===== src/rtl/hdmi_clken_gen.sv =====
// Lock-qualified multi-channel fractional clock-enable generator (phase accumulators, staggered channel resets).
// Latency: lock seen LOCK_SYNC+1 edges after pll_locked; ch_rst[0] drops LOCK_HOLD edges later; ce registered 1 cycle after wrap.
// Backpressure: cfg_ready drops for exactly one cycle after each accepted increment write; no other flow control.
//
// Ports: inclk0/rst         - sole clock, async active-high reset
//        pll_locked         - raw PLL lock, asynchronous to inclk0
//        cfg_valid/ready/ch/inc - per-channel increment write (cfg_ch >= NCH is accepted and dropped)
//        ce, ch_rst         - per-channel enable pulses and active-high consumer resets
//        ready, relock_cnt  - all channels released; saturating count of lock losses from RUN
module hdmi_clken_gen #(
    parameter int          NCH         = 3,
    parameter int          ACC_W       = 24,
    parameter int unsigned INC_INIT    = 2**23,
    parameter int          LOCK_SYNC   = 2,
    parameter int          LOCK_HOLD   = 1024,
    parameter int          RST_STAGGER = 16,
    localparam int         CH_W        = (NCH > 1) ? $clog2(NCH) : 1
) (
    input  logic             inclk0,
    input  logic             rst,
    input  logic             pll_locked,
    input  logic             cfg_valid,
    output logic             cfg_ready,
    input  logic [CH_W-1:0]  cfg_ch,
    input  logic [ACC_W-1:0] cfg_inc,
    output logic [NCH-1:0]   ce,
    output logic [NCH-1:0]   ch_rst,
    output logic             ready,
    output logic [7:0]       relock_cnt
);

    // One counter serves both the lock-hold window and the release stagger.
    localparam int REL_MAX = (NCH - 1) * RST_STAGGER;
    localparam int CNT_MAX = (LOCK_HOLD > REL_MAX) ? LOCK_HOLD : REL_MAX;
    localparam int CNT_W   = $clog2(CNT_MAX + 1);
    localparam logic [CNT_W-1:0] HOLD_LAST = CNT_W'(LOCK_HOLD - 1);

    typedef enum logic [1:0] {WAIT_LOCK, HOLD, RELEASE, RUN} state_t;

    state_t               state, state_nxt;
    logic [CNT_W-1:0]     cnt, cnt_nxt;
    logic [NCH-1:0]       ch_rst_nxt;
    logic                 ready_nxt;
    logic [7:0]           relock_nxt;
    logic [LOCK_SYNC-1:0] lk_sync;
    logic                 lk_s;

    logic [ACC_W-1:0]     acc [NCH];
    logic [ACC_W-1:0]     inc [NCH];
    logic [ACC_W:0]       sum [NCH];
    logic                 cfg_acc;

    assign lk_s    = lk_sync[LOCK_SYNC-1];
    assign cfg_acc = cfg_valid & cfg_ready;

    always_ff @(posedge inclk0 or posedge rst) begin
        if (rst) begin
            lk_sync <= '0;
        end else begin
            lk_sync <= {lk_sync[LOCK_SYNC-2:0], pll_locked};
        end
    end

    always_ff @(posedge inclk0 or posedge rst) begin
        if (rst) begin
            state      <= WAIT_LOCK;
            cnt        <= '0;
            ch_rst     <= '1;
            ready      <= 1'b0;
            relock_cnt <= 8'd0;
        end else begin
            state      <= state_nxt;
            cnt        <= cnt_nxt;
            ch_rst     <= ch_rst_nxt;
            ready      <= ready_nxt;
            relock_cnt <= relock_nxt;
        end
    end

    always_comb begin
        state_nxt  = state;
        cnt_nxt    = cnt;
        ch_rst_nxt = ch_rst;
        ready_nxt  = ready;
        relock_nxt = relock_cnt;
        case (state)
            WAIT_LOCK: begin
                ch_rst_nxt = '1;
                ready_nxt  = 1'b0;
                if (lk_s) begin
                    state_nxt = HOLD;
                    cnt_nxt   = '0;
                end
            end
            HOLD: begin
                if (!lk_s) begin
                    state_nxt = WAIT_LOCK;
                end else if (cnt == HOLD_LAST) begin
                    // Channel 0 leaves reset on the edge that ends the hold window.
                    cnt_nxt       = '0;
                    ch_rst_nxt[0] = 1'b0;
                    state_nxt     = (NCH == 1) ? RUN : RELEASE;
                    ready_nxt     = (NCH == 1);
                end else begin
                    cnt_nxt = cnt + CNT_W'(1);
                end
            end
            RELEASE: begin
                if (!lk_s) begin
                    state_nxt  = WAIT_LOCK;
                    ch_rst_nxt = '1;
                    cnt_nxt    = '0;
                end else begin
                    cnt_nxt = cnt + CNT_W'(1);
                    for (int k = 1; k < NCH; k++) begin
                        if (cnt_nxt == CNT_W'(k * RST_STAGGER)) begin
                            ch_rst_nxt[k] = 1'b0;
                        end
                    end
                    if (cnt_nxt == CNT_W'(REL_MAX)) begin
                        state_nxt = RUN;
                        ready_nxt = 1'b1;
                    end
                end
            end
            RUN: begin
                if (!lk_s) begin
                    state_nxt  = WAIT_LOCK;
                    ch_rst_nxt = '1;
                    ready_nxt  = 1'b0;
                    if (relock_cnt != 8'hFF) begin
                        relock_nxt = relock_cnt + 8'd1;
                    end
                end
            end
            default: begin
                state_nxt  = WAIT_LOCK;
                ch_rst_nxt = '1;
                ready_nxt  = 1'b0;
            end
        endcase
    end

    always_comb begin
        for (int i = 0; i < NCH; i++) begin
            sum[i] = {1'b0, acc[i]} + {1'b0, inc[i]};
        end
    end

    // Accumulators are cleared on the same edge a channel enters reset, so a
    // lock loss stops ce immediately rather than one cycle later.
    always_ff @(posedge inclk0 or posedge rst) begin
        if (rst) begin
            cfg_ready <= 1'b1;
            ce        <= '0;
            for (int i = 0; i < NCH; i++) begin
                acc[i] <= '0;
                inc[i] <= ACC_W'(INC_INIT);
            end
        end else begin
            cfg_ready <= ~cfg_acc;
            for (int i = 0; i < NCH; i++) begin
                if (ch_rst_nxt[i]) begin
                    acc[i] <= '0;
                    ce[i]  <= 1'b0;
                end else if (!ch_rst[i]) begin
                    acc[i] <= sum[i][ACC_W-1:0];
                    ce[i]  <= sum[i][ACC_W];
                end else begin
                    ce[i]  <= 1'b0;
                end
                // Out-of-range channel numbers match no slot and are dropped.
                if (cfg_acc && cfg_ch == CH_W'(i)) begin
                    inc[i] <= cfg_inc;
                end
            end
        end
    end

endmodule


===== config.mk =====
export PLATFORM = sky130hd
export DESIGN_NAME = hdmi_clken_gen
export DESIGN_NICKNAME = d
export VERILOG_FILES = /design/src/rtl/hdmi_clken_gen.sv
export SDC_FILE = /design/constraint.sdc
export NUM_CORES = 1
export LEC_CHECK = 0
export ABC_AREA = 1
export BUFFER_PORTS_ARGS = -buffer_cell sky130_fd_sc_hd__buf_2
export CORE_MARGIN = 8
export CORE_UTILIZATION = 63
export DETAILED_ROUTE_END_ITERATION = 8
export PLACE_DENSITY = 0.78
export REMOVE_ABC_BUFFERS = 1
export SYNTH_ARGS = -nofsm -noshare
export SYNTH_HDL_FRONTEND = slang
export SYNTH_SLANG_ARGS = --single-unit

===== constraint.sdc =====
create_clock -name inclk0 -period 7.2 [get_ports inclk0]
set_clock_uncertainty 0.15 [all_clocks]
set_input_delay 1.08 -clock inclk0 [delete_from_list [all_inputs] [get_ports inclk0]]
set_output_delay 1.08 -clock inclk0 [all_outputs]
set_load 0.01 [all_outputs]

Word-level counts from Yosys, hierarchy flattened

Index checks and enable logic that the tools add are counted.

Flip-flop bits (word level): 175
Output and inout bits: 16
Bits of input ports: 30
Logic and storage cells: 91

Equal/unequal tests: 20
Add/sub/neg operators: 5
Mux-type cells: 39
Reduce and logical (&&, ||, !) cells: 10
Bitwise logic cells: 3

Operator list:

| operator              | count |
|---|---|
| $mux 24               | 6 |
| $add 24x24->25        | 3 |
| $mux 11               | 4 |
| $pmux 11 s3           | 1 |
| $mux 1                | 16 |
| $mux 2                | 7 |
| $ne 2x2->1 const B    | 6 |
| $add 11x1->11 const B | 1 |
| $eq 11x10->1 const B  | 1 |
| $eq 11x5->1 const B   | 1 |
| $eq 11x6->1 const B   | 1 |
| $add 8x1->8 const B   | 1 |
| $ne 8x8->1 const B    | 1 |
| $pmux 1 s4            | 2 |
| $pmux 2 s4            | 1 |
| $eq 2x2->1 const B    | 3 |
| $ne 2x1->1 const B    | 3 |
| $ne 3x3->1 const B    | 2 |
| $pmux 2 s3            | 1 |
| $reduce_and 3->1      | 2 |
| $reduce_and 5->1      | 1 |
| $eq 2x1->1 const B    | 2 |
| $logic_not 2->1       | 2 |
| $reduce_and 4->1      | 1 |
| other kinds (5)       | 8 |

Logic depth before layout (Yosys ltp)

Gate-level depths: netlist of run 1.

Depth after elaboration: 6
Gate-level depth with buffers: 16
Mapped depth without buffers: 16

Least setup slack after synthesis of run 1

OpenSTA, ideal clock, no wires.

Path type: register to register
Start: register acc[48] (netlist name)
End: register acc[62] (netlist name)
Slack: 4.861 ns
Path buffers: 0
Cell stages (with the launch flop): 13
Period minus slack after synthesis: 2.339 ns
Data arrival time: 2.066 ns
Required time: 6.927 ns
Library setup time: 0.123 ns
Path through: dfrtp_1 ha_1 inv_1 fa_1 inv_1 nand2_1 o21ai_0 nand3_1 nand2_1 a21oi_1 and2_1 o21ai_0 nand2_1

Word-level cells in the longest chain between the ends: 3

Ends and longest elaborated chain:

| item                              | line | source |
|---|---|---|
| from (decl)                       | 48   | `logic [ACC_W-1:0] acc [NCH];` |
| from (signal, indexed assignment) | 167  | `acc[i] <= sum[i][ACC_W-1:0];` |
| $add 24x24->25                    | 146  | `sum[i] = {1'b0, acc[i]} + {1'b0, inc[i]};` |
| $mux 24                           | 166  | `end else if (!ch_rst[i]) begin` |
| $mux 24                           | 163  | `if (ch_rst_nxt[i]) begin` |

Every way passes these cells. The select of a mux whose other input is x is not followed.
A chain may end at the register's enable or synchronous reset.

Worst setup path in the final report of run 1

Ends and elaborated chain as after synthesis.

==> flow_summary_export.csv, run 1 <==
group,metric,value,unit
detailed_routing,dr_total_vias,10490,
placed_design,io_buffers,45,
yosys,synthMuxAreaShare,0.1760,%
timing,worst_slew_pin_slew,0.8837,ns
timing,slew_violations,0,
yosys,synth_top_family_by_area,"simple AND/OR/NAND/NOR gates",
setup_path,cp_slowest_cell,"o21ai_0",
power_and_ir_drop,power.leakage,6.510,nW
setup_path,crit_path_start_kind,"flop",
setup_path,cp_num_buf_inv,2,
timing,finalSetupViolCount,0,
detailed_routing,routed_wl,29650,um
setup_path,crit_top_cell,"nand2_1",
yosys,synth-compound-area-share,13.99,%
timing,max_clock_freq,346.5,MHz
detailed_routing,drcViolationCount,0,
yosys,syn_avg_cell_area,7.309,sq um
clock_network,post-cts-setup-buffers,0,
setup_path,cp-end-kind,"flop",
timing,whs,0.1928,ns
timing,setup_tns,0,ns
setup_path,reg2regPathDepth,12,
yosys,synth-seq-cells,175,
finish,synthToLayoutAreaGrowth,8.746,%
setup_path,cp.arrival,3.04,ns
timing,fin_crit_sh,40.08,%
yosys,synth_area,11370,sq um
detailed_routing,postRouteAntennaNets,0,
floorplanning,die_w,150.4,um
detailed_routing,via_per_inst,5.729,
grt,grt_pass1_vias,9988,
placed_design,placed_area,11770,sq um
yosys,yosys.area_share.simple,28.20,%
yosys,yosysWarnings,0,
setup_path,slowest_delay,0.56,ns
clock_network,htreeDepth,4,
power_and_ir_drop,peakVddDrop,0.0002622,V
timing,hold_violations,0,
setup_path,crit_fanout,5,
floorplanning,die_area,22610,sq um
yosys,synth.cells.most_frequent,"nand2_1, dfrtp_1, inv_1, o21ai_0, nor2_1",
setup_path,critical_path.top_delay_family,"compound AO/OA/AOI/OAI gates",
detailed_routing,drt_iter0_drc,777,
placed_design,hpwl,21810,um
floorplanning,die_height,150.4,um
placed_design,place.gp.congestion,0.9624,
yosys,async_flop_share,100.0,%
timing,worst_slack,4.314,ns
yosys,ys_seq_area_share,38.58,%
yosys,synth_top_area_share,36.96,%
clock_network,cts_sinks,175,
min_path,min-delay-start,"lk_sync[0]$_DFF_PP0_",
min_path,hold_path_end,"lk_sync[1]$_DFF_PP0_",
setup_path,crit_type,"flop to flop",
yosys,synth_fa_ha_area_share,9.109,%
clock_network,cts_tree,"done",
floorplanning,initial_core_util,63.75,%
yosys,synth_area_leader_cell,"dfrtp_1",
timing,post-route-min-period,2.886,ns
clock_network,cts_buffers,17,
clock_network,cts_root_buf,"clkbuf_16",
grt,grt_pass1_wl,48650,um
min_path,worstHoldPathCells,0,
yosys,synth_xor_area_share,2.849,%
floorplanning,num_rows,49,
timing,rsz0062_at_grt,"no",
outcome,status,"complete, no violations",
grt,track_usage,27.07,%
floorplanning,num_io_pins,46,
power_and_ir_drop,power_density,370.6,nW/um^2
setup_path,reg2reg_slack,4.31,ns
setup_path,crit_cells,12,
grt,grt_max_degree,129,
clock_network,clk_pin_slew_worst_paths,0.07,ns
setup_path,r2r_start,"acc[48]$_DFFE_PP0P_",
placed_design,dp_slack,4.395,ns
finish,utilization,69.32,%
yosys,synth_ff_type,"dfrtp_1",
finish,nets,1700,
finish,drive_gt1_share,7.865,%
yosys,synthTopCellsByArea,"dfrtp_1, nand2_1, ha_1, o21ai_0, inv_1",
finish,final_cell_area,12370,sq um
timing,slew_headroom,41.09,%
finish,fillers,1533,
setup_path,cp_cell_sequence,"ha_1 -> inv_1 -> fa_1 -> inv_1 -> nand2_1 -> o21ai_0 -> nand3_1 -> nand2_1 -> a21oi_1 -> and2_1 -> o21ai_0 -> nand2_1",
min_path,hold_class,"flop to flop",
finish,antennaDiodeCount,0,
clock_network,clk_latency,0.43,ns
clock_network,cts-resized-gates,0,
run,cap_violations,0,
setup_path,timing.rr.end,"acc[62]$_DFFE_PP0P_",
clock_network,cts_max_path_buffers,2,
detailed_routing,firstDrtPassIters,7,
yosys,synth_edf_count,0,
floorplanning,core_region_area,17840,sq um
yosys,yosysMostFrequentCell,"nand2_1",
clock_network,postCtsHoldBufs,0,
setup_path,cp.required,7.36,ns
grt,antenna_found_initial,2,
grt,grt.overflow.total,0,
detailed_routing,wl_per_cell,16.19,um
yosys,ys_types,42,
yosys,synth_cells,1556,
-- worst register-to-register path: stages, from the launching register on --
cell and delay, ns:
dfrtp_1 0.37, ha_1 0.22, inv_1 0.07, fa_1 0.38, inv_1 0.10, nand2_1 0.07
o21ai_0 0.56, nand3_1 0.14, nand2_1 0.20, a21oi_1 0.10, and2_1 0.15, o21ai_0 0.19
nand2_1 0.08
-- layout by cell type, fill, tap and decap left out, drive strengths merged, types with 5 or more instances in the layout --
| master | synthesis | layout |
|---|---|---|
| nor2 | 139 | 139 |
| inv | 169 | 174 |
| nand2 | 435 | 435 |
| nor3 | 19 | 19 |
| nand4 | 48 | 48 |
| clkbuf | 21 | 19 |
| ha | 78 | 78 |
| dfstp | 7 | 7 |
| xor2 | 18 | 18 |
| o22ai | 10 | 10 |
| or2 | 12 | 12 |
| o21bai | 8 | 8 |
| nand3 | 97 | 97 |
| xnor2 | 19 | 19 |
| dfrtp | 168 | 168 |
| a21oi | 102 | 102 |
| o21ai | 162 | 162 |
| buf | 15 | 50 |
| clkinv | 1 | 5 |
-- cell families (layout without fill, tap and decap cells) --
family                   Yosys count  in the layout
flip-flops                       175            175
AND/OR/NAND/NOR                  754            754
AO/OA/AOI/OAI                    301            301
XOR/XNOR                          37             37
buffers and inverters            206            252
adder cells (fa/ha/maj)           81             81
multiplexers                       2              2
-- routing by layer --
metal	GRT usage, %	vias up	wire length (um)
met4	9.745	4	850
li1	-	5205	-
met2	44.80	328	13970
met5	0	-	27
met3	5.110	59	1794
met1	34.80	4893	13000
-- final cells by class --
class	count	area, sq um	share of cell area (%)
sequential	175	4388	35.48
clock inverter	13	148.9	1.204
tap	229	286.5	2.317
inverter	170	645.6	5.220
timing repair buffer	50	262.8	2.124
clock buffer	19	452.9	3.662
multi-input combinational	1175	6183	49.99
-- metrics by stage --
step           std cells  power (W)
2_1_floorplan       1520   0.003034
3_3_place_gp        1799   0.003538
3_5_place_dp        1799   0.003596
4_1_cts             1831   0.004567
5_1_grt             1831   0.004933
6_report            1831   0.004584
-- flip-flops by register name, summed over array words and instances (netlist names), 2 cells and up, named ones only --
register    cells
acc            72
inc            72
cnt            11
lk_sync         2
ce              3
relock_cnt      8
state           2
-- power breakdown --
group          internal (W)  switching (W)  leakage (nW)
registers           0.00126       0.000234          2.28
clock network      0.000537       0.000418         0.293
logic              0.000728        0.00140          3.94
total               0.00253        0.00206          6.51
-- how the worst max path moves through the flow --
stage,startpoint,end,slack (ns)
after CTS,inc[48]$_DFFE_PP0P_,acc[62]$_DFFE_PP0P_,4.32
after detailed placement,inc[48]$_DFFE_PP0P_,acc[62]$_DFFE_PP0P_,4.39
after floorplan,rst,acc[0]$_DFFE_PP0P_,1.24
after global placement,acc[48]$_DFFE_PP0P_,acc[62]$_DFFE_PP0P_,4.51
after global routing,acc[48]$_DFFE_PP0P_,acc[62]$_DFFE_PP0P_,4.07
final,acc[48]$_DFFE_PP0P_,acc[62]$_DFFE_PP0P_,4.31
Note: power is estimated with default switching activity, not from simulation.
==> inputs of run 2 (changes only) <==
- ABC_AREA: 1 -> 0
- CORE_UTILIZATION: 63 -> 56
- PLACE_DENSITY: 0.78 -> 0.73
- clock period: 7.2 -> 2.5 ns (I/O delays scaled with it)
==> run 2 against run 1 <==
Effect of this change: the flow now finishes with violations (negative setup slack); combinational power grew to 4.0 times the previous value; synthesized cell count shrank 35%; fmax shrank 2.8%; area after synthesis shrank 10%; core utilization grew 7.2 points; via count shrank 15%; total power grew to 3.4 times the previous value; sequential power grew to 2.8 times the previous value; design area grew 11%; count of clock-buffer cells in the layout grew 4; worst hold slack lost 0.14 ns; global-route usage shrank 2.5 points.
==> flow_summary_export.csv, run 2 <==
group,metric,value,unit
floorplanning,die_area,22870,sq um
detailed_routing,drt_iter0_drc,567,
setup_path,crit_fanout,2,
min_path,hold_class,"input pin to flop",
placed_design,place_inst,1375,
grt,grt.overflow.total,0,
setup_path,reg2regPathDepth,13,
outcome,violations,"negative setup slack",
placed_design,io_buffers,45,
yosys,syn_avg_cell_area,10.05,sq um
timing,post-route-min-period,2.969,ns
clock_network,htreeDepth,4,
floorplanning,core_region_area,17960,sq um
power_and_ir_drop,power_density,1133,nW/um^2
floorplanning,initial_core_util,57.01,%
clock_network,cts_max_path_buffers,2,
finish,synthToLayoutAreaGrowth,34.23,%
detailed_routing,drcViolationCount,0,
yosys,synthTopCellsByArea,"dfrtp_1, ha_1, mux2_2, o21ai_0, nand2_1",
floorplanning,die_w,151.2,um
clock_network,cts_root_buf,"clkbuf_16",
finish,drive_gt1_share,39.95,%
timing,rsz0062_at_grt,"yes",
setup_path,r2r_start,"inc[48]$_DFFE_PP0P_",
setup_path,cp-end-kind,"flop",
placed_design,hpwl,17120,um
clock_network,cts_buffers,17,
yosys,yosysWarnings,0,
yosys,synth_top_area_share,41.05,%
min_path,hold_path_end,"inc[49]$_DFFE_PP0P_",
grt,grt_pass1_vias,9042,
floorplanning,num_io_pins,46,
setup_path,reg2reg_slack,-0.47,ns
detailed_routing,via_per_inst,6.045,
timing,worst_slew_pin_slew,0.6778,ns
detailed_routing,firstDrtPassIters,5,
run,cap_violations,0,
clock_network,cts_tree,"done",
timing,max_clock_freq,336.8,MHz
min_path,worstHoldPathCells,3,
finish,utilization,76.53,%
yosys,synth_area,10240,sq um
placed_design,place.gp.congestion,0.9054,
floorplanning,die_height,151.2,um
finish,fillers,1110,
yosys,ys_seq_area_share,42.85,%
setup_path,cp.arrival,3.11,ns
yosys,ys_types,69,
detailed_routing,postRouteAntennaNets,0,
power_and_ir_drop,peakVddDrop,0.0009206,V
power_and_ir_drop,power.leakage,6.591,nW
yosys,synth_area_leader_cell,"dfrtp_1",
yosys,async_flop_share,100.0,%
finish,finalNonFillerCells,1473,
timing,hold_violations,0,
yosys,synth-seq-cells,175,
yosys,yosysMostFrequentCell,"dfrtp_1",
grt,grt_max_degree,54,
clock_network,cts_sinks,175,
grt,track_usage,24.53,%
setup_path,crit_type,"flop to flop",
floorplanning,num_rows,49,
yosys,synth.cells.most_frequent,"dfrtp_1, nand2_1, o21ai_0, ha_1, mux2_2",
yosys,synth_edf_count,0,
finish,layout_common_cells,"dfrtp_1, buf_4, mux2_2, nand2_1, ha_1",
min_path,min-delay-start,"cfg_inc[1]",
finish,largestRegisters,"acc (72), inc (72), cnt (11)",
clock_network,clk_pin_slew_worst_paths,0.07,ns
timing,whs,0.04894,ns
timing,fin_crit_sh,118.8,%
placed_design,dp_slack,-0.5708,ns
finish,antennaDiodeCount,0,
yosys,synth_ff_type,"dfrtp_1",
setup_path,crit_path_start_kind,"flop",
detailed_routing,wl_per_cell,19.73,um
finish,final_common_cell,"dfrtp_1",
timing,slew_violations,0,
timing,slew_headroom,54.76,%
detailed_routing,dr_total_vias,8904,
yosys,synth_cells,1019,
detailed_routing,routed_wl,29060,um
setup_path,timing.rr.end,"acc[62]$_DFFE_PP0P_",
clock_network,clk_latency,0.44,ns
grt,grt_pass1_wl,44170,um
outcome,status,"finished with violations",
timing,finalSetupViolCount,76,
setup_path,cp.required,2.64,ns
grt,antenna_found_initial,0,
timing,worst_slack,-0.4688,ns
timing,setup_tns,-16.82,ns
finish,nets,1342,
## run 2: cell types whose count changed in the layout (fill, tap and decap cells not counted), sizes merged, moves of 73 or more
cell	before	now
nand2	435	103
buf	50	220
inv	174	33
nor2	139	57
nand3	97	20
mux2	0	73
## run 2: what timing repair did
| action | CTS | global route |
|---|---|---|
| resized for setup | 155 | 123 |
| hold endpoints to repair | 49 | 0 |
| pin swaps | 89 | 73 |
| cloned | 5 | 4 |
| hold buffers | 3 | 0 |
| setup buffers | 37 | 32 |
| endpoints found under the setup margin | 69 | 89 |
## run 2: area by class of cell
class                   instances  area (sq um)  share of cell area [%]
clock buffers                  23         488.0                   3.550
well taps                     229         286.5                   2.084
inverters                      34         136.4                  0.9921
multi-input cells             777          6434                   46.80
clock inverters                 9         131.4                  0.9557
flip-flops and latches        175          4388                   31.92
repair buffers                226          1883                   13.70
## run 2: per-layer routing
layer  vias to the layer above  GRT usage, %  wire length, um
li1                       4115             -                -
met1                      4398         29.77            12090
met2                       295         41.60            14220
met3                        96         4.332             1482
met4                         0         11.63             1266
met5                         -             0                0
## run 2: kinds of logic after synthesis
kind of cell,after synthesis,share of synthesized area (%)
AO/OA/AOI/OAI,292,17.95
AND/OR/NAND/NOR,268,12.73
flip-flops,175,42.85
adder cells (fa/ha/maj),81,10.12
multiplexers,76,8.320
buffers and inverters,67,2.908
XOR/XNOR,60,5.131
## run 2: metrics by stage
step / cell area [sq um] / total power (W)
6_report: 13750 / 0.01557
5_1_grt: 13750 / 0.01647
4_1_cts: 13110 / 0.01457
3_5_place_dp: 11560 / 0.01042
3_3_place_gp: 11560 / 0.01021
2_1_floorplan: 10070 / 0.008212
## run 2: worst max-delay path, cell delays in order (launching register included)
cell and delay, ns:
dfrtp_1 0.41, ha_4 0.19, inv_2 0.06, fa_2 0.22, nor2b_2 0.05, o21ai_2 0.14
a21boi_2 0.08, o31a_1 0.28, or3_1 0.37, a41o_1 0.28, a21o_1 0.18, a21oi_2 0.14
xor2_1 0.18, o21ai_1 0.09
## run 2: report_power, final
part	switching [W]	internal (W)	leakage (nW)
clock	0.00113	0.00168	0.295
combinational	0.00440	0.00415	4.08
sequential	0.000594	0.00362	2.21
## run 2: worst max-delay path by stage
stage,cells after the start,endpoint,slack (ns),from
6_report,13,acc[62]$_DFFE_PP0P_,-0.47,inc[48]$_DFFE_PP0P_
5_1_grt,13,acc[22]$_DFFE_PP0P_,-0.55,acc[0]$_DFFE_PP0P_
4_1_cts,13,acc[62]$_DFFE_PP0P_,-0.46,inc[48]$_DFFE_PP0P_
3_5_place_dp,13,acc[46]$_DFFE_PP0P_,-0.57,inc[24]$_DFFE_PP0P_
3_3_place_gp,13,acc[46]$_DFFE_PP0P_,-0.54,acc[24]$_DFFE_PP0P_
2_1_floorplan,1,acc[0]$_DFFE_PP0P_,-2.76,rst
==> inputs of run 3 (changes only) <==
- clock period: 2.5 -> 2.41 ns (I/O delays scaled with it)
==> run 3 against run 2 <==
Effect of this change: the run still ends with negative setup slack left; via count down 1.1%; routed wire length is 3.2% lower; die area unchanged; core utilization fell by 0.53 points; design area decreased by 0.69%; register-to-register slack got worse by 0.04 ns; fmax increased by 1.7%; worst hold slack better by 0.0011 ns; total power increased by 2.6%; non-clock buffer count rose by 7; sequential power is 3% higher; critical path depth unchanged.
==> flow_summary_export.csv, run 3 (synthesized netlist as in run 2, its figures left out) <==
group,metric,value,unit
clock_network,cts_sinks,175,
timing,hold_violations,0,
power_and_ir_drop,peakVddDrop,0.0007342,V
finish,nets,1349,
clock_network,cts_buffers,17,
grt,grt.overflow.total,0,
timing,slew_headroom,50.80,%
detailed_routing,drcViolationCount,0,
timing,post-route-min-period,2.920,ns
placed_design,io_buffers,45,
grt,grt_pass1_wl,44370,um
timing,finalSetupViolCount,80,
power_and_ir_drop,power.leakage,6.634,nW
finish,ff_latch_area,4389,sq um
run,cap_violations,0,
grt,grt_max_degree,58,
floorplanning,num_rows,49,
floorplanning,die_w,151.2,um
finish,multi_input_area,6294,sq um
setup_path,crit_fanout,4,
power_and_ir_drop,internal_power,0.009686,W
finish,synthToLayoutAreaGrowth,33.30,%
floorplanning,num_io_pins,46,
grt,track_usage,24.32,%
placed_design,place.gp.congestion,0.8949,
finish,final_common_cell,"dfrtp_1",
detailed_routing,wl_per_cell,19.00,um
placed_design,hpwl,16890,um
power_and_ir_drop,switching_share,39.38,%
setup_path,cp-end-kind,"flop",
setup_path,cp.arrival,3.13,ns
timing,fin_crit_sh,121.2,%
detailed_routing,dr_total_vias,8807,
floorplanning,die_height,151.2,um
clock_network,clk_latency,0.43,ns
detailed_routing,via_per_inst,5.951,
finish,largestRegisters,"acc (72), inc (72), cnt (11)",
finish,layout_common_cells,"dfrtp_1, buf_4, mux2_2, nand2_1, ha_1",
finish,drive_gt1_share,39.41,%
clock_network,clk_pin_slew_worst_paths,0.06,ns
timing,rsz0062_at_grt,"yes",
power_and_ir_drop,pwr-share-seq,27.2,%
finish,antennaDiodeCount,0,
timing,max_clock_freq,342.5,MHz
grt,grt_pass1_vias,9012,
timing,worst_slew_pin_slew,0.7372,ns
setup_path,crit_type,"flop to flop",
clock_network,htreeDepth,4,
detailed_routing,drt_iter0_drc,528,
timing,worst_slack,-0.5101,ns
detailed_routing,routed_wl,28130,um
floorplanning,die_area,22870,sq um
outcome,status,"finished with violations",
detailed_routing,firstDrtPassIters,5,
setup_path,crit_path_start_kind,"flop",
clock_network,cts_max_path_buffers,2,
finish,utilization,76.00,%
power_and_ir_drop,p_comb_share,54.9,%
clock_network,cts_root_buf,"clkbuf_16",
floorplanning,core_region_area,17960,sq um
outcome,violations,"negative setup slack",
power_and_ir_drop,power_density,1170,nW/um^2
power_and_ir_drop,p_sw,0.006291,W
setup_path,cp.required,2.62,ns
timing,whs,0.05002,ns
floorplanning,initial_core_util,57.01,%
timing,slew_violations,0,
finish,fillers,1166,
power_and_ir_drop,clockPowerShare,17.8,%
power_and_ir_drop,power.total,0.01598,W
grt,antenna_found_initial,0,
min_path,hold_class,"input pin to flop",
detailed_routing,postRouteAntennaNets,0,
clock_network,cts_tree,"done",
==> run 3: stage by stage <==
step           worst slack (ns)  setup TNS (ns)  area [sq um]  instances
4_1_cts                 -0.5330          -17.03         13140       1461
5_1_grt                 -0.6497          -33.33         13650       1480
2_1_floorplan            -2.835         -522.98         10070        986
6_report                -0.5101          -24.58         13650       1480
3_5_place_dp            -0.6992          -22.78         11670       1390
3_3_place_gp            -0.6337          -18.77         11670       1390
==> run 3: worst max-delay path, stage by stage, from the launching register on <==
cell     delay, ns
dfrtp_1       0.35
ha_2          0.20
inv_2         0.05
fa_2          0.36
nor2b_1       0.14
o21a_1        0.19
o21ai_2       0.09
a21oi_2       0.20
a21oi_2       0.12
a31oi_4       0.18
a21o_4        0.17
nor4_1        0.06
or4_1         0.51
nand3_1       0.09
==> run 3: layout make-up <==
class | instances | share of cell area [%]
multi-input combinational | 777 | 46.10
sequential | 175 | 32.15
timing repair buffer | 233 | 14.26
clock buffer | 22 | 3.400
tap | 229 | 2.099
clock inverter | 10 | 0.9990
inverter | 34 | 0.9898
==> run 3: final timing paths <==
kind,slack (ns),cells after the start,from,endpoint
max in group asynchronous,1.06,4,rst,inc[47]$_DFFE_PP1P_
min reg2reg,0.21,0,lk_sync[0]$_DFF_PP0_,lk_sync[1]$_DFF_PP0_
min in group asynchronous,0.39,3,rst,acc[18]$_DFFE_PP0P_
min,0.05,3,cfg_inc[1],inc[49]$_DFFE_PP0P_
max reg2reg,-0.51,13,acc[24]$_DFFE_PP0P_,acc[46]$_DFFE_PP0P_
max,-0.51,13,acc[24]$_DFFE_PP0P_,acc[46]$_DFFE_PP0P_
==> run 3: layer usage <==
layer	vias up	share of wire (%)	track usage (%)
li1	4139	-	-
met1	4310	42	30.91
met2	276	49	40.22
met3	82	4.8	3.884
met4	0	3.7	10.79
met5	-	0	0
==> run 3: power by group through the flow <==
stage	sequential [W]	clock [W]	combinational (W)
2_1_floorplan	0.00417	0	0.00435
3_3_place_gp	0.00425	0	0.00647
3_5_place_dp	0.00428	0	0.00664
4_1_cts	0.00427	0.00288	0.00787
5_1_grt	0.00443	0.00299	0.00950
6_report	0.00435	0.00285	0.00878
==> run 3: repair_timing <==
item	in CTS	in global routing
pin swaps	94	70
hold buffers	3	0
hold endpoints to repair	53	0
setup endpoints to repair	79	88
cloned	5	2
gates resized for setup	141	112
setup buffers	32	22
